==> src/rtl/step3_normalize_round_if.sv <==
// step3_normalize_round_if: adder-side beat and packed-result handshake for the normalize/round stage
interface step3_normalize_round_if #(
  parameter int EXP_W = 8,
  parameter int MAN_W = 24
);
  logic                   in_valid;
  logic                   in_ready;
  logic                   in_sign_in1;
  logic                   in_sign_in2;
  logic [EXP_W-1:0]       in_current_ex;
  logic [MAN_W+3:0]       in_mant;
  logic                   in_mag_neg;
  logic                   out_valid;
  logic                   out_ready;
  logic [EXP_W+MAN_W-1:0] out_result;
  logic                   out_overflow;
  logic                   out_underflow;
  modport master (
    output in_valid, in_sign_in1, in_sign_in2, in_current_ex, in_mant, in_mag_neg, out_ready,
    input  in_ready, out_valid, out_result, out_overflow, out_underflow
  );
  modport slave (
    input  in_valid, in_sign_in1, in_sign_in2, in_current_ex, in_mant, in_mag_neg, out_ready,
    output in_ready, out_valid, out_result, out_overflow, out_underflow
  );
endinterface

==> src/rtl/step3_normalize_round.sv <==
// step3_normalize_round: 3-stage normalize + round-to-nearest-even packer for the FP MAC adder output
module step3_normalize_round #(
  parameter int EXP_W = 8,
  parameter int MAN_W = 24
) (
  input  logic                  clock,
  input  logic                  resetn,
  step3_normalize_round_if.slave bus
);
  localparam int MW = MAN_W + 4;
  localparam int XW = EXP_W + 2;
  localparam int LW = $clog2(MW);
  localparam logic signed [XW-1:0] EMAX = XW'((1 << EXP_W) - 1);
  localparam logic signed [XW-1:0] EMIN = '0;

  logic stall;
  assign stall = bus.out_valid & ~bus.out_ready;
  assign bus.in_ready = ~stall;

  logic          zero_c, sign_c;
  logic [LW-1:0] lzc_c;
  assign zero_c = bus.in_mant == '0;
  assign sign_c = (bus.in_sign_in1 == bus.in_sign_in2) ? bus.in_sign_in1 :
                  zero_c ? 1'b0 : bus.in_sign_in1 ^ bus.in_mag_neg;
  always_comb begin
    lzc_c = LW'(MAN_W + 3);
    for (int i = 0; i < MAN_W + 3; i++) if (bus.in_mant[i]) lzc_c = LW'(MAN_W + 2 - i);
  end

  logic             v1, sign1, zero1, inf1;
  logic [LW-1:0]    lzc1;
  logic [MW-1:0]    mant1;
  logic [EXP_W-1:0] ex1;

  // Carry: one right shift folding the lost bit into sticky; otherwise left shift by lzc.
  logic                    carry1;
  logic [MW-2:0]           lsh;
  logic [MAN_W-1:0]        sig_c;
  logic                    g_c, r_c, s_c;
  logic signed [XW-1:0]    exp_c;
  assign carry1 = mant1[MW-1];
  assign lsh    = mant1[MW-2:0] << lzc1;
  assign sig_c  = carry1 ? mant1[MW-1:4] : lsh[MW-2:3];
  assign g_c    = carry1 ? mant1[3] : lsh[2];
  assign r_c    = carry1 ? mant1[2] : lsh[1];
  assign s_c    = carry1 ? |mant1[1:0] : lsh[0];
  assign exp_c  = carry1 ? {2'b00, ex1} + XW'(1) : {2'b00, ex1} - {{(XW-LW){1'b0}}, lzc1};

  logic                 v2, sign2, zero2, inf2, g2, r2, s2;
  logic [MAN_W-1:0]     sig2;
  logic signed [XW-1:0] exp2;

  // Rounding overflow of an all-ones significand leaves fraction zero and bumps the exponent.
  logic                     inc;
  logic [MAN_W:0]           sum;
  logic signed [XW-1:0]     exp_f;
  logic [MAN_W-2:0]         frac;
  logic                     ovf_c, unf_c;
  logic [EXP_W+MAN_W-1:0]   res_c;
  assign inc   = g2 & (r2 | s2 | sig2[0]);
  assign sum   = {1'b0, sig2} + {{MAN_W{1'b0}}, inc};
  assign exp_f = exp2 + {{(XW-1){1'b0}}, sum[MAN_W]};
  assign frac  = sum[MAN_W] ? '0 : sum[MAN_W-2:0];
  assign ovf_c = ~inf2 & ~zero2 & (exp_f >= EMAX);
  assign unf_c = ~inf2 & ~zero2 & (exp_f <= EMIN);
  assign res_c = (inf2 | ovf_c)  ? {sign2, {EXP_W{1'b1}}, {(MAN_W-1){1'b0}}} :
                 (zero2 | unf_c) ? {sign2, {(EXP_W+MAN_W-1){1'b0}}} :
                                   {sign2, exp_f[EXP_W-1:0], frac};

  always_ff @(posedge clock or negedge resetn) begin
    if (!resetn) begin
      v1                <= 1'b0;
      sign1             <= 1'b0;
      zero1             <= 1'b0;
      inf1              <= 1'b0;
      lzc1              <= '0;
      mant1             <= '0;
      ex1               <= '0;
      v2                <= 1'b0;
      sign2             <= 1'b0;
      zero2             <= 1'b0;
      inf2              <= 1'b0;
      g2                <= 1'b0;
      r2                <= 1'b0;
      s2                <= 1'b0;
      sig2              <= '0;
      exp2              <= '0;
      bus.out_valid     <= 1'b0;
      bus.out_result    <= '0;
      bus.out_overflow  <= 1'b0;
      bus.out_underflow <= 1'b0;
    end else if (!stall) begin
      v1                <= bus.in_valid;
      sign1             <= sign_c;
      zero1             <= zero_c;
      inf1              <= &bus.in_current_ex;
      lzc1              <= lzc_c;
      mant1             <= bus.in_mant;
      ex1               <= bus.in_current_ex;
      v2                <= v1;
      sign2             <= sign1;
      zero2             <= zero1;
      inf2              <= inf1;
      g2                <= g_c;
      r2                <= r_c;
      s2                <= s_c;
      sig2              <= sig_c;
      exp2              <= exp_c;
      bus.out_valid     <= v2;
      bus.out_result    <= res_c;
      bus.out_overflow  <= ovf_c;
      bus.out_underflow <= unf_c;
    end
  end
endmodule

==> src/flat_wrapper.sv <==
// flat-port wrapper written by rule: the top's interface ports become plain ports
module step3_normalize_round_flat 
#(
  parameter int EXP_W = 8,
  parameter int MAN_W = 24
)
  (clock, resetn, bus_in_valid, bus_in_sign_in1, bus_in_sign_in2, bus_in_current_ex, bus_in_mant, bus_in_mag_neg, bus_out_ready, bus_in_ready, bus_out_valid, bus_out_result, bus_out_overflow, bus_out_underflow);
  step3_normalize_round_if #(.EXP_W(EXP_W), .MAN_W(MAN_W)) bus_i ();
  input  logic clock;
  input  logic resetn;
  input wire logic [$bits(bus_i.in_valid)-1:0] bus_in_valid;
  input wire logic [$bits(bus_i.in_sign_in1)-1:0] bus_in_sign_in1;
  input wire logic [$bits(bus_i.in_sign_in2)-1:0] bus_in_sign_in2;
  input wire logic [$bits(bus_i.in_current_ex)-1:0] bus_in_current_ex;
  input wire logic [$bits(bus_i.in_mant)-1:0] bus_in_mant;
  input wire logic [$bits(bus_i.in_mag_neg)-1:0] bus_in_mag_neg;
  input wire logic [$bits(bus_i.out_ready)-1:0] bus_out_ready;
  output wire logic [$bits(bus_i.in_ready)-1:0] bus_in_ready;
  output wire logic [$bits(bus_i.out_valid)-1:0] bus_out_valid;
  output wire logic [$bits(bus_i.out_result)-1:0] bus_out_result;
  output wire logic [$bits(bus_i.out_overflow)-1:0] bus_out_overflow;
  output wire logic [$bits(bus_i.out_underflow)-1:0] bus_out_underflow;
  assign bus_i.in_valid = bus_in_valid;
  assign bus_i.in_sign_in1 = bus_in_sign_in1;
  assign bus_i.in_sign_in2 = bus_in_sign_in2;
  assign bus_i.in_current_ex = bus_in_current_ex;
  assign bus_i.in_mant = bus_in_mant;
  assign bus_i.in_mag_neg = bus_in_mag_neg;
  assign bus_i.out_ready = bus_out_ready;
  assign bus_in_ready = bus_i.in_ready;
  assign bus_out_valid = bus_i.out_valid;
  assign bus_out_result = bus_i.out_result;
  assign bus_out_overflow = bus_i.out_overflow;
  assign bus_out_underflow = bus_i.out_underflow;
  step3_normalize_round #(.EXP_W(EXP_W), .MAN_W(MAN_W)) u_core (.clock(clock), .resetn(resetn), .bus(bus_i));
endmodule
==> config.mk <==
export PLATFORM = sky130hd
export DESIGN_NAME = step3_normalize_round_flat
export DESIGN_NICKNAME = d
export VERILOG_FILES = /design/src/rtl/step3_normalize_round_if.sv /design/src/rtl/step3_normalize_round.sv /design/src/flat_wrapper.sv
export SDC_FILE = /design/constraint.sdc
export NUM_CORES = 1
export LEC_CHECK = 0
export BUFFER_PORTS_ARGS = -buffer_cell sky130_fd_sc_hd__buf_2
export CAP_MARGIN = 10
export CORE_ASPECT_RATIO = 0.6
export CORE_UTILIZATION = 50
export CTS_BUF_LIST = sky130_fd_sc_hd__clkbuf_8
export DETAILED_ROUTE_END_ITERATION = 8
export GPL_TIMING_DRIVEN = 0
export PLACE_DENSITY = 0.67
export SLEW_MARGIN = 20
export SYNTH_ARGS = -nofsm -noshare
export SYNTH_HDL_FRONTEND = slang
export SYNTH_SLANG_ARGS = --single-unit
==> constraint.sdc <==
create_clock -name clock -period 4.5 [get_ports clock]
set_input_delay 0.9 -clock clock [delete_from_list [all_inputs] [get_ports clock]]
set_output_delay 0.9 -clock clock [all_outputs]
set_load 0.005 [all_outputs]
# Yosys cells after proc, flatten, opt, wreduce, memory -nomap -nowiden
# Index checks and enable logic that the tools add are counted.
dict set report totals {
  elab_cells 82
  regBits 121
  input_bits 43
  output_inout_bits 36
}
dict set report classes {
  n_shift 1
  eq_ne 1
  order_cmp 2
  n_mux 37
  bitwise 14
  reduce_logical 3
  add_sub_neg 4
}
# op count
set ops {}
lappend ops {{5-bit 2-to-1 mux} 26}
lappend ops {{31-bit 2-to-1 mux} 2}
lappend ops {{28-bit zero test} 1}
lappend ops {{27-bit by 5-bit left shift with 27-bit output} 1}
lappend ops {{24-bit by 1-bit adder with 25-bit output} 1}
lappend ops {{24-bit 2-to-1 mux} 1}
lappend ops {{23-bit 2-to-1 mux} 1}
lappend ops {{10-bit by 1-bit adder with 10-bit output} 1}
lappend ops {{10-bit by 9-bit >= comparator with 1-bit output (second input constant)} 1}
lappend ops {{10-bit by 1-bit <= comparator with 1-bit output (second input constant)} 1}
lappend ops {{10-bit 2-to-1 mux} 1}
lappend ops {{8-bit by 1-bit adder with 9-bit output (second input constant)} 1}
lappend ops {{8-bit by 5-bit subtractor with 9-bit output} 1}
lappend ops {{8-bit AND reduction} 1}
lappend ops {{1-bit 2-to-1 mux} 6}
lappend ops {{1-bit bitwise AND} 5}
lappend ops {{1-bit inverter} 4}
lappend ops {{1-bit OR} 4}
lappend ops {{2-bit OR reduction} 1}
lappend ops {{1-bit equality test} 1}
lappend ops {{1-bit XOR} 1}

# Longest topological paths before layout
# Gate-level depths: netlist of the first run.
dict set report depth {
  depth_word 27
  mapped_depth 13
  ltp_nobuf 12
}

# Worst setup path before layout of the first run
# Ideal clock, no wire load.
dict set report synth_path {
  path_type {reg2reg}
  from {register u_core.g2}
  to {register u_core.bus.out_result[0]}
  path_buffers 1
  synth_period_minus_slack_ns 3.259
  stages_incl_launch_ff 14
  t_required_ns 4.381
  setup_time_ns 0.119
  setup_slack_ns 1.241
  t_arrival_ns 3.140
  cell_sequence {dfrtp_1 -> and2_1 -> ha_1 -> nand4_1 -> nor4_1 -> ha_1 -> ha_1 -> nand4_4 -> or3_4 -> a2111oi_4 -> nor2_2 -> nand4bb_2 -> buf_6 -> o21ai_2}
}
dict set report synth_between {
  elab_chain_cells 8
  word_cells_on_any_way 12
  cone_classes {2 x add/sub; 2 x order compare; 3 x mux; 5 x bitwise}
}
# item line_no
set synth_lines {}
lappend synth_lines {{start, declared} step3_normalize_round.sv:49} ;# logic v2, sign2, zero2, inf2, g2, r2, s2;
lappend synth_lines {{start signal, assigned} step3_normalize_round.sv:104} ;# g2 <= g_c;
lappend synth_lines {{1-bit bitwise AND (*)} step3_normalize_round.sv:60} ;# assign inc = g2 & (r2 | s2 | sig2[0]);
lappend synth_lines {{24-bit by 1-bit adder with 25-bit output (*)} step3_normalize_round.sv:61} ;# assign sum = {1'b0, sig2} + {{MAN_W{1'b0}}, inc};
lappend synth_lines {{10-bit by 1-bit adder with 10-bit output} step3_normalize_round.sv:62} ;# assign exp_f = exp2 + {{(XW-1){1'b0}}, sum[MAN_W]};
lappend synth_lines {{10-bit by 1-bit <= comparator with 1-bit output} step3_normalize_round.sv:65} ;# assign unf_c = ~inf2 & ~zero2 & (exp_f <= EMIN);
lappend synth_lines {{1-bit bitwise AND} step3_normalize_round.sv:65}
lappend synth_lines {{1-bit OR} step3_normalize_round.sv:67} ;# (zero2 | unf_c) ? {sign2, {(EXP_W+MAN_W-1){1'b0}}} :
lappend synth_lines {{31-bit 2-to-1 mux} step3_normalize_round.sv:67}
lappend synth_lines {{31-bit 2-to-1 mux (*)} step3_normalize_round.sv:66} ;# assign res_c = (inf2 | ovf_c) ? {sign2, {EXP_W{1'b1}}, {(MAN_W-1){1'b0}}} :
lappend synth_lines {{end signal, assigned} step3_normalize_round.sv:110} ;# bus.out_result <= res_c;
lappend synth_lines {{end, declared} step3_normalize_round_if.sv:24} ;# output in_ready, out_valid, out_result, out_overflow, out_underflow
# Mark *: on every way between the ends. The rest lies on a longest branch, timed or not.
# A chain may end at the register's enable or synchronous reset.

# Final worst setup path of the first run
dict set report layout_path {
  from {register u_core.g2}
  to {register u_core.bus.out_result[29]}
}
dict set report layout_between {
  elab_chain_cells 8
  word_cells_on_any_way 11
  cone_classes {2 x add/sub; 2 x order compare; 2 x mux; 5 x bitwise}
}
# item line_no
set layout_lines {}
lappend layout_lines {{1-bit bitwise AND (*)} step3_normalize_round.sv:60}
lappend layout_lines {{24-bit by 1-bit adder with 25-bit output (*)} step3_normalize_round.sv:61}
lappend layout_lines {{10-bit by 1-bit adder with 10-bit output (*)} step3_normalize_round.sv:62}
lappend layout_lines {{10-bit by 1-bit <= comparator with 1-bit output} step3_normalize_round.sv:65}
lappend layout_lines {{1-bit bitwise AND} step3_normalize_round.sv:65}
lappend layout_lines {{1-bit OR} step3_normalize_round.sv:67}
lappend layout_lines {{31-bit 2-to-1 mux} step3_normalize_round.sv:67}
lappend layout_lines {{31-bit 2-to-1 mux (*)} step3_normalize_round.sv:66}
# Marked as above.

==> reports/results.ini, run 1 <==
[floorplanning]
die-height_um=96.8
start_util_pct=51.4
num_rows=34
pin_count=79
die_area_mm2=0.0155
core_area_mm2=0.0145
die_w_um=160

[setup_path]
worstPathMaxFanout=7
critPathCaptureType=register
worst-setup-path-type=register to register
worst-path-buf-inv=0
r2r_cells=11
rr_startpoint=u_core.g2$_DFFE_PN0N_
crit_arrival_ns=4.29
start_kind=register
crit_chain=and2_1, ha_1, nand4_1, nor4_1, ha_1, ha_1, nand4_4, o21ai_0, a2111oi_4, nor4_1, a21oi_1
crit_slowest_cell=nor4_1
path_common_cell=ha_1
regToRegSetupSlack_ns=0.51
required_ns=4.81
slowest_delay_ns=0.77
path_delay_family=simple AND/OR/NAND/NOR gates
rr_endpoint=u_core.bus.out_result[29]$_DFFE_PN0N_

[synth]
syn_inst=852
synthArstFlopShare_pct=100
avgSynthCellArea_um2=8.78
synthesis.nets=905
synth_edf_count=0
synthFlopType=dfrtp_1
syn_area_mm2=0.00748
synth-seq-cells=121
ys_seq_area_share_pct=40.5
ys_warn_count=0
ys_types=71

[timing]
final_max_slew_viol_count=0
maxSlewHeadroom_pct=38.6
finalSetupTns_ns=0
grt_setup_unrepaired=no
period_needed_ns=3.99
timing_hold_violations_final=0
fin_skew_ns=0.0162
fmax_mhz=251
fin_crit_sh_pct=88.6
setup_violations=0
worst_pin_slew_ns=0.913

[grt]
grt_max_degree=74
grt_pass1_wl_um=36300
grt_pass1_vias=6292
grt_antenna_before_repair=0
track_usage_pct=30.8
overflow=0

[placement]
place_congestion=0.995
place_area_mm2=0.00815
dp_cells=1129
io_buffers=78
dp_hpwl_um=17100

[power_and_ir_drop]
p_sw_share_pct=42.7
powerDensity_mw_per_mm2=579
ir_worst_vdd_mv=0.202
pwr-share-seq_pct=38.6
p_comb_share_pct=42.9
p_sw_uw=2100
p_clk_share_pct=18.4
internal_power_uw=2820
finalPower_uw=4920
p_leak_uw=0.00372

[clocking]
clk_latency_ns=0.45
clockRootBuffer=clkbuf_8
holdBufCountCts=0
cts_buffer_depth=2
numCtsBuffers=17
cts_resized=0
h-tree-depth=4
clk_pin_slew_worst_paths_ns=0.08
cts_num_sinks=121
cts_setup_buffers=0
cts_tree=yes

[layout]
fillCellCount=1354
mostFrequentLayoutCell=nand2_1
most-common-layout-cells=200 x nand2_1, 121 x dfrtp_1, 81 x buf_2
final_cells=1160
nNetsFinal=1003
num_antenna_cells=0
area_delta_synth_final_pct=13.7
final_area_mm2=0.00851
drive_gt1_share_pct=19.0

[route]
drtAntennaViolNets=0
drt_pass1_iterations=5
vias=6752
via_per_inst=5.82
wl_per_cell_um=19.4
route.detailed.drc=0
drt_first_iter_violations=615
routed_wl_um=22500

[status]
status=completed

[run]
maxCapViolations=0

[worst_hold_path]
hold_class=input port to async pin

-- Yosys cell counts (all sizes together), types with 3 or more instances --
cell type,number,area (um^2)
and2,5,32.5
a21oi,40,200
o22ai,4,25.0
and4,4,35.0
a221oi,13,114
o21a,3,22.5
nand3,21,105
a211oi,6,45.0
buf,17,125
mux2,11,124
clkbuf,36,135
xor2,21,184
dfrtp,121,3030
nand2,200,751
xnor2,15,131
nor2,76,288
mux4,18,405
o211ai,3,22.5
nor3,19,95.1
and3,6,38.8
a31oi,12,75.1
nor4,10,62.6
mux2i,27,270
o31ai,5,37.5
nor2b,5,31.3
or3,6,42.5
inv,18,67.6
o21ai,68,415
a32oi,3,26.3
nand2b,3,18.8
ha,9,113
nand3b,3,22.5
nand4,13,96.3
-- area by class of cell --
cell class / count / area (um^2) / share of cell area [%]
Inverter: 20 / 75.1 / 0.882
Tap cell: 198 / 248 / 2.91
Buffer: 53 / 260 / 3.06
Clock inverter: 13 / 108 / 1.26
Timing Repair Buffer: 79 / 424 / 4.98
Multi-Input combinational cell: 658 / 4120 / 48.4
Clock buffer: 18 / 248 / 2.91
Sequential cell: 121 / 3030 / 35.6
-- power groups by stage --
stage / Clock, uW / Sequential [uW] / Combinational [uW]
global placement: 0 / 1890 / 2060
CTS: 919 / 1890 / 2090
detailed placement: 0 / 1900 / 2080
finish: 908 / 1900 / 2110
global route: 974 / 1960 / 2340
floorplan: 0 / 1790 / 1440
-- per-stage QoR --
stage | worst slack (ns) | hold slack, ns | util [%]
6_report | 0.515 | 0.463 | 58.5
5_1_grt | 0.0805 | 0.497 | 58.5
4_1_cts | 0.561 | 0.472 | 58.5
3_5_place_dp | 0.563 | 0.455 | 56.0
3_3_place_gp | 0.541 | 0.454 | 55.8
2_1_floorplan | 1.24 | 0.430 | -
-- metal layers --
metal / part of all wire, % / track usage, % / vias up
li1: - / - / 3229
met1: 51 / 50.1 / 3186
met2: 38 / 39.3 / 312
met3: 10 / 8.62 / 25
met4: 1.2 / 7.03 / 0
met5: 0 / 0 / -
-- logic make-up after synthesis --
group	synth area share, %
buffers and inverters	4.48
adders and majority gates	1.77
xor gates and xnor gates	4.21
DFF	40.5
AOI/OAI and AO/OA	15.8
muxes	10.7
and+or+nand+nor	22.6
-- worst max-delay path by stage --
stage | startpoint | end | depth (start not counted)
3_3_place_gp | u_core.g2$_DFFE_PN0N_ | u_core.bus.out_result[29]$_DFFE_PN0N_ | 11
2_1_floorplan | u_core.g2$_DFFE_PN0N_ | u_core.bus.out_result[0]$_DFFE_PN0N_ | 13
5_1_grt | u_core.g2$_DFFE_PN0N_ | u_core.bus.out_result[26]$_DFFE_PN0N_ | 11
4_1_cts | u_core.g2$_DFFE_PN0N_ | u_core.bus.out_result[29]$_DFFE_PN0N_ | 11
3_5_place_dp | u_core.g2$_DFFE_PN0N_ | u_core.bus.out_result[29]$_DFFE_PN0N_ | 11
6_report | u_core.g2$_DFFE_PN0N_ | u_core.bus.out_result[29]$_DFFE_PN0N_ | 11
-- sequential cells by signal, indices dropped and copies added, names as in the netlist --
signal,cells
u_core.bus.out_result,32
u_core.mant1,28
u_core.sig2,24
u_core.exp2,10
u_core.ex1,8
u_core.lzc1,5
u_core.bus.out_overflow,1
u_core.bus.out_underflow,1
u_core.bus.out_valid,1
u_core.g2,1
u_core.inf1,1
u_core.inf2,1
u_core.r2,1
u_core.s2,1
u_core.sign1,1
u_core.sign2,1
u_core.v1,1
u_core.v2,1
u_core.zero1,1
u_core.zero2,1
Note: power is estimated with default switching activity, not from simulation.
==> inputs of run 2 (changes only) <==
Settings changed: CORE_UTILIZATION 50 to 40, PLACE_DENSITY 0.67 to 0.55, SKIP_LAST_GASP set to 1.
==> run 2 against run 1 <==
Against the previous run:
- worst setup slack improved by 0.079 ns
- clock skew increased by 0.0039 ns
- count of clock-buffer cells in the layout decreased by 1
- sequential cell count unchanged
- utilization decreased by 11 points
- wire length increased by 6.8%
- final area increased by 1.7%
- total power increased by 4.3%
- hold slack got worse by 0.12 ns
- critical path type unchanged
- largest cell class unchanged
- highest routed layer unchanged
==> reports/results.ini, run 2 (synthesis gave the netlist of run 1 again) <==
[status]
status=completed

[route]
routed_wl_um=24000
drt_first_iter_violations=684
vias=6672
route.detailed.drc=0
wl_per_cell_um=19.9
drt_pass1_iterations=5
via_per_inst=5.55
drtAntennaViolNets=0

[timing]
fin_crit_sh_pct=86.8
setup_ws_ns=0.594
maxSlewHeadroom_pct=48.2
final_max_slew_viol_count=0
fmax_mhz=256
timing_hold_violations_final=0
worst_pin_slew_ns=0.771
grt_setup_unrepaired=no
period_needed_ns=3.91
fin_skew_ns=0.0200
finalSetupTns_ns=0
setup_violations=0

[setup_path]
worst-setup-path-type=register to register
rr_endpoint=u_core.bus.out_result[8]$_DFFE_PN0N_
start_kind=register
crit_arrival_ns=4.26
crit_chain=nand3_1, nor2_1, nand4_1, nor4_1, ha_1, ha_1, nand4_4, or3_4, a2111oi_4, nor2_2, nand4bb_2, buf_6, o21ai_2
critPathCaptureType=register
worstPathMaxFanout=10
regToRegSetupSlack_ns=0.59
crit_slowest_cell=nor4_1
path_common_cell=ha_1
slowest_delay_ns=0.49
r2r_cells=13
required_ns=4.85
rr_startpoint=u_core.sig2[11]$_DFFE_PN0N_

[clocking]
cts_num_sinks=121
holdBufCountCts=0
cts_setup_buffers=0
clk_pin_slew_worst_paths_ns=0.08
numCtsBuffers=17
cts_resized=0
clk_latency_ns=0.47
clockRootBuffer=clkbuf_8
h-tree-depth=4
cts_buffer_depth=2
cts_tree=yes

[floorplanning]
core_area_mm2=0.0182
die_w_um=179
die_area_mm2=0.0193
num_rows=38
start_util_pct=41.1
die-height_um=108
pin_count=79

[power_and_ir_drop]
internal_power_uw=2980
p_comb_share_pct=41.5
ir_worst_vdd_mv=0.184
finalPower_uw=5140
powerDensity_mw_per_mm2=594
p_sw_share_pct=41.9
p_sw_uw=2150
p_clk_share_pct=21.4
pwr-share-seq_pct=37.1
p_leak_uw=0.00375

[placement]
dp_slack_ns=0.429
dp_hpwl_um=18200
dp_cells=1171
place_congestion=0.954
io_buffers=78
place_area_mm2=0.00821

[layout]
largest_reg_flops=32
reg_top3=u_core.bus.out_result x32, u_core.mant1 x28, u_core.sig2 x24
num_antenna_cells=0
final_cells=1203
final_area_mm2=0.00865
most-common-layout-cells=200 x nand2_1, 121 x dfrtp_1, 81 x buf_2
drive_gt1_share_pct=19.3
regMostFlops=u_core.bus.out_result
nNetsFinal=1003
mostFrequentLayoutCell=nand2_1
area_delta_synth_final_pct=15.6

[grt]
grt_antenna_before_repair=0
track_usage_pct=26.5
grt_pass1_wl_um=37500
grt_max_degree=65
overflow=0
grt_pass1_vias=6171

[worst_hold_path]
hold_class=input port to async pin

[run]
maxCapViolations=0

[run 2: power by group through the flow]
stage / Combinational, uW / Clock (uW) / Sequential [uW]
final: 2130 / 1100 / 1910
after global routing: 2360 / 1170 / 1970
after CTS: 2110 / 1120 / 1890
after detailed placement: 2100 / 0 / 1920
after global placement: 2100 / 0 / 1910
after floorplan: 1440 / 0 / 1790
[run 2: how the worst max path moves through the flow]
stage,endpoint,start
6_report,u_core.bus.out_result[8]$_DFFE_PN0N_,u_core.sig2[11]$_DFFE_PN0N_
5_1_grt,u_core.bus.out_result[30]$_DFFE_PN0N_,u_core.sig2[11]$_DFFE_PN0N_
4_1_cts,u_core.bus.out_result[26]$_DFFE_PN0N_,u_core.sig2[11]$_DFFE_PN0N_
3_5_place_dp,u_core.bus.out_result[30]$_DFFE_PN0N_,u_core.g2$_DFFE_PN0N_
3_3_place_gp,u_core.bus.out_result[29]$_DFFE_PN0N_,u_core.sig2[11]$_DFFE_PN0N_
2_1_floorplan,u_core.bus.out_result[0]$_DFFE_PN0N_,u_core.g2$_DFFE_PN0N_
[run 2: critical path, delay by kind of cell, from the launching register on]
kind	cells	cell delay [ns]
flops	1	0.44
fa+ha+maj	2	0.64
simple gates	8	1.95
compound gates	2	0.54
buf+inv	1	0.19
[run 2: area by class of cell]
type	count	area, um^2
fill	1881	9560
multi-input combinational	658	4130
sequential	121	3030
timing repair buffer	79	428
tap	240	300
buffer	53	260
clock buffer	17	234
clock inverter	15	200
inverter	20	75.1
[run 2: through the flow]
| step | hold slack [ns] | util, % |
|---|---|---|
| 6_report | 0.340 | 47.5 |
| 4_1_cts | 0.345 | 47.5 |
| 3_5_place_dp | 0.452 | 45.1 |
| 3_3_place_gp | 0.449 | 44.9 |
| 2_1_floorplan | 0.430 | - |
| 5_1_grt | 0.372 | 47.5 |
[run 2: per-layer routing]
layer / vias to the layer above / GRT usage (%) / part of all wire [%]
li1: 3218 / - / -
met1: 3097 / 42.5 / 51
met2: 335 / 33.6 / 37
met3: 22 / 7.10 / 11
met4: 0 / 6.90 / 1.2
met5: - / 0 / 0
==> inputs of run 3 (changes only) <==
--- a/config.mk
+++ b/config.mk
@@ -16,3 +16,2 @@
 export SKIP_LAST_GASP = 1
-export SLEW_MARGIN = 20
 export SYNTH_ARGS = -nofsm -noshare
--- a/constraint.sdc
+++ b/constraint.sdc
@@ -3,2 +3,2 @@
 set_output_delay 0.9 -clock clock [all_outputs]
-set_load 0.005 [all_outputs]
+set_load 0.05 [all_outputs]
==> run 3 against run 2 <==
Against the previous run:
- register-to-register slack improved by 0.03 ns
- die area unchanged
- clock skew decreased by 0.0031 ns
- largest cell class unchanged
- utilization down 0.18 points
- highest routed layer unchanged
==> reports/results.ini, run 3 (synthesis gave the netlist of run 1 again) <==
[route]
route.detailed.drc=0
routed_wl_um=23900
drtAntennaViolNets=0
via_per_inst=5.59
vias=6728
wl_per_cell_um=19.8
drt_pass1_iterations=5
drt_first_iter_violations=560

[grt]
met3_usage_pct=6.61
grt_antenna_before_repair=0
grt-busiest-layer=met1
grt_pass1_vias=6224
overflow=0
use_met1_pct=43.1
grt_max_degree=65
grt_pass1_wl_um=37600
use_met2_pct=33.5
track_usage_pct=26.6

[timing]
fin_skew_ns=0.0170
worst_pin_slew_ns=0.751
final_max_slew_viol_count=0
period_needed_ns=3.88
setup_violations=0
maxSlewHeadroom_pct=49.5
hold_ws_ns=0.397
grt_setup_unrepaired=no
timing_hold_violations_final=0
finalSetupTns_ns=0
fmax_mhz=258
fin_crit_sh_pct=86.2

[setup_path]
worst-setup-path-type=register to register
slowest_delay_ns=0.48
required_ns=4.84
worstPathMaxFanout=10
regToRegSetupSlack_ns=0.62
critPathCaptureType=register
path_delay_family=simple AND/OR/NAND/NOR gates
path_common_cell=ha_1
crit_slowest_cell=nor4_1
crit_arrival_ns=4.22
worst-path-buf-inv=1
crit_chain=nand3_1, nor2_1, nand4_1, nor4_1, ha_1, ha_1, nand4_4, or3_4, a2111oi_4, nor2_2, nand4bb_2, buf_6, o21ai_2
start_kind=register

[layout]
reg_top3=u_core.bus.out_result x32, u_core.mant1 x28, u_core.sig2 x24
drive_gt1_share_pct=19.4
final_cells=1203
num_antenna_cells=0
area_delta_synth_final_pct=15.2
mostFrequentLayoutCell=nand2_1
nNetsFinal=1003
most-common-layout-cells=200 x nand2_1, 121 x dfrtp_1, 81 x buf_2
regMostFlops=u_core.bus.out_result
largest_reg_flops=32

[placement]
place_congestion=0.954
dp_cells=1171
io_buffers=78
dp_hpwl_um=18200

[floorplanning]
pin_count=79
num_rows=38
core_area_mm2=0.0182
die_area_mm2=0.0193
start_util_pct=41.1
die-height_um=108
die_w_um=179

[clocking]
clk_pin_slew_worst_paths_ns=0.08
h-tree-depth=4
clk_latency_ns=0.47
cts_buffer_depth=2
clockRootBuffer=clkbuf_8
cts_tree=yes
cts_num_sinks=121
numCtsBuffers=17

[power_and_ir_drop]
powerDensity_mw_per_mm2=648
ir_worst_vdd_mv=0.217
p_leak_uw=0.00373

[run]
maxCapViolations=0

[status]
status=completed

[worst_hold_path]
hold_class=input port to async pin

-- run 3: cell types whose count changed in the layout (fill, tap and decap cells not counted), sizes merged --
| cell | before | now |
|---|---|---|
| clkinvlp | 3 | 4 |
| bufinv | 4 | 2 |
| inv | 22 | 21 |
| clkbuf | 53 | 55 |
-- run 3: worst paths after layout --
path                                                         endpoint                                  start  cells after the start
worst max-delay path             u_core.bus.out_result[8]$_DFFE_PN0N_            u_core.sig2[11]$_DFFE_PN0N_                     13
worst min-delay path            u_core.bus.out_result[29]$_DFFE_PN0N_                                 resetn                      1
worst max register to register   u_core.bus.out_result[8]$_DFFE_PN0N_            u_core.sig2[11]$_DFFE_PN0N_                     13
worst min register to register  u_core.bus.out_result[31]$_DFFE_PN0N_  u_core.bus.out_result[31]$_DFFE_PN0N_                      2
max in group asynchronous                u_core.mant1[14]$_DFFE_PN0N_                                 resetn                      2
min in group clock              u_core.bus.out_result[31]$_DFFE_PN0N_  u_core.bus.out_result[31]$_DFFE_PN0N_                      2
-- run 3: timing repair --
item | in CTS | in global routing
buffers inserted | 0 | 0
resized for setup | 0 | 1
hold buffers | 0 | 0
endpoints found under the setup margin | 0 | 6
-- run 3: final cells by class --
type / instances / area (um^2)
Sequential cell: 121 / 3030
Fill cell: 1846 / 9590
Tap cell: 240 / 300
Multi-Input combinational cell: 658 / 4130
Clock inverter: 13 / 144
Buffer: 53 / 260
Clock buffer: 19 / 262
Inverter: 20 / 75.1
Timing Repair Buffer: 79 / 424
-- run 3: power by group --
part | internal [uW] | switching (uW)
clock network | 525 | 495
registers | 1490 | 417
logic | 895 | 1760
-- run 3: worst register-to-register path, cell delays in order (launching register included) --
cell       delay (ns)
dfrtp_1          0.44
nand3_1          0.12
nor2_1           0.33
nand4_1          0.17
nor4_1           0.48
ha_1             0.32
ha_1             0.33
nand4_4          0.18
or3_4            0.38
a2111oi_4        0.47
nor2_2           0.13
nand4bb_2        0.16
buf_6            0.19
o21ai_2          0.08
-- run 3: metal layers --
metal	part of all wire (%)	wire length [um]
met1	52	12500
met2	37	8780
met3	9.4	2250
met4	1.3	309
met5	0	0
-- run 3: metrics by stage --
step	setup slack (ns)	util, %	total power, uW	area, um^2
detailed placement	0.408	45.1	4550	8210
global placement	0.403	44.9	4540	8170
global route	0.290	47.3	5950	8620
floorplan	1.24	-	3750	7480
CTS	0.298	47.3	5580	8610
finish	0.622	47.3	5580	8620
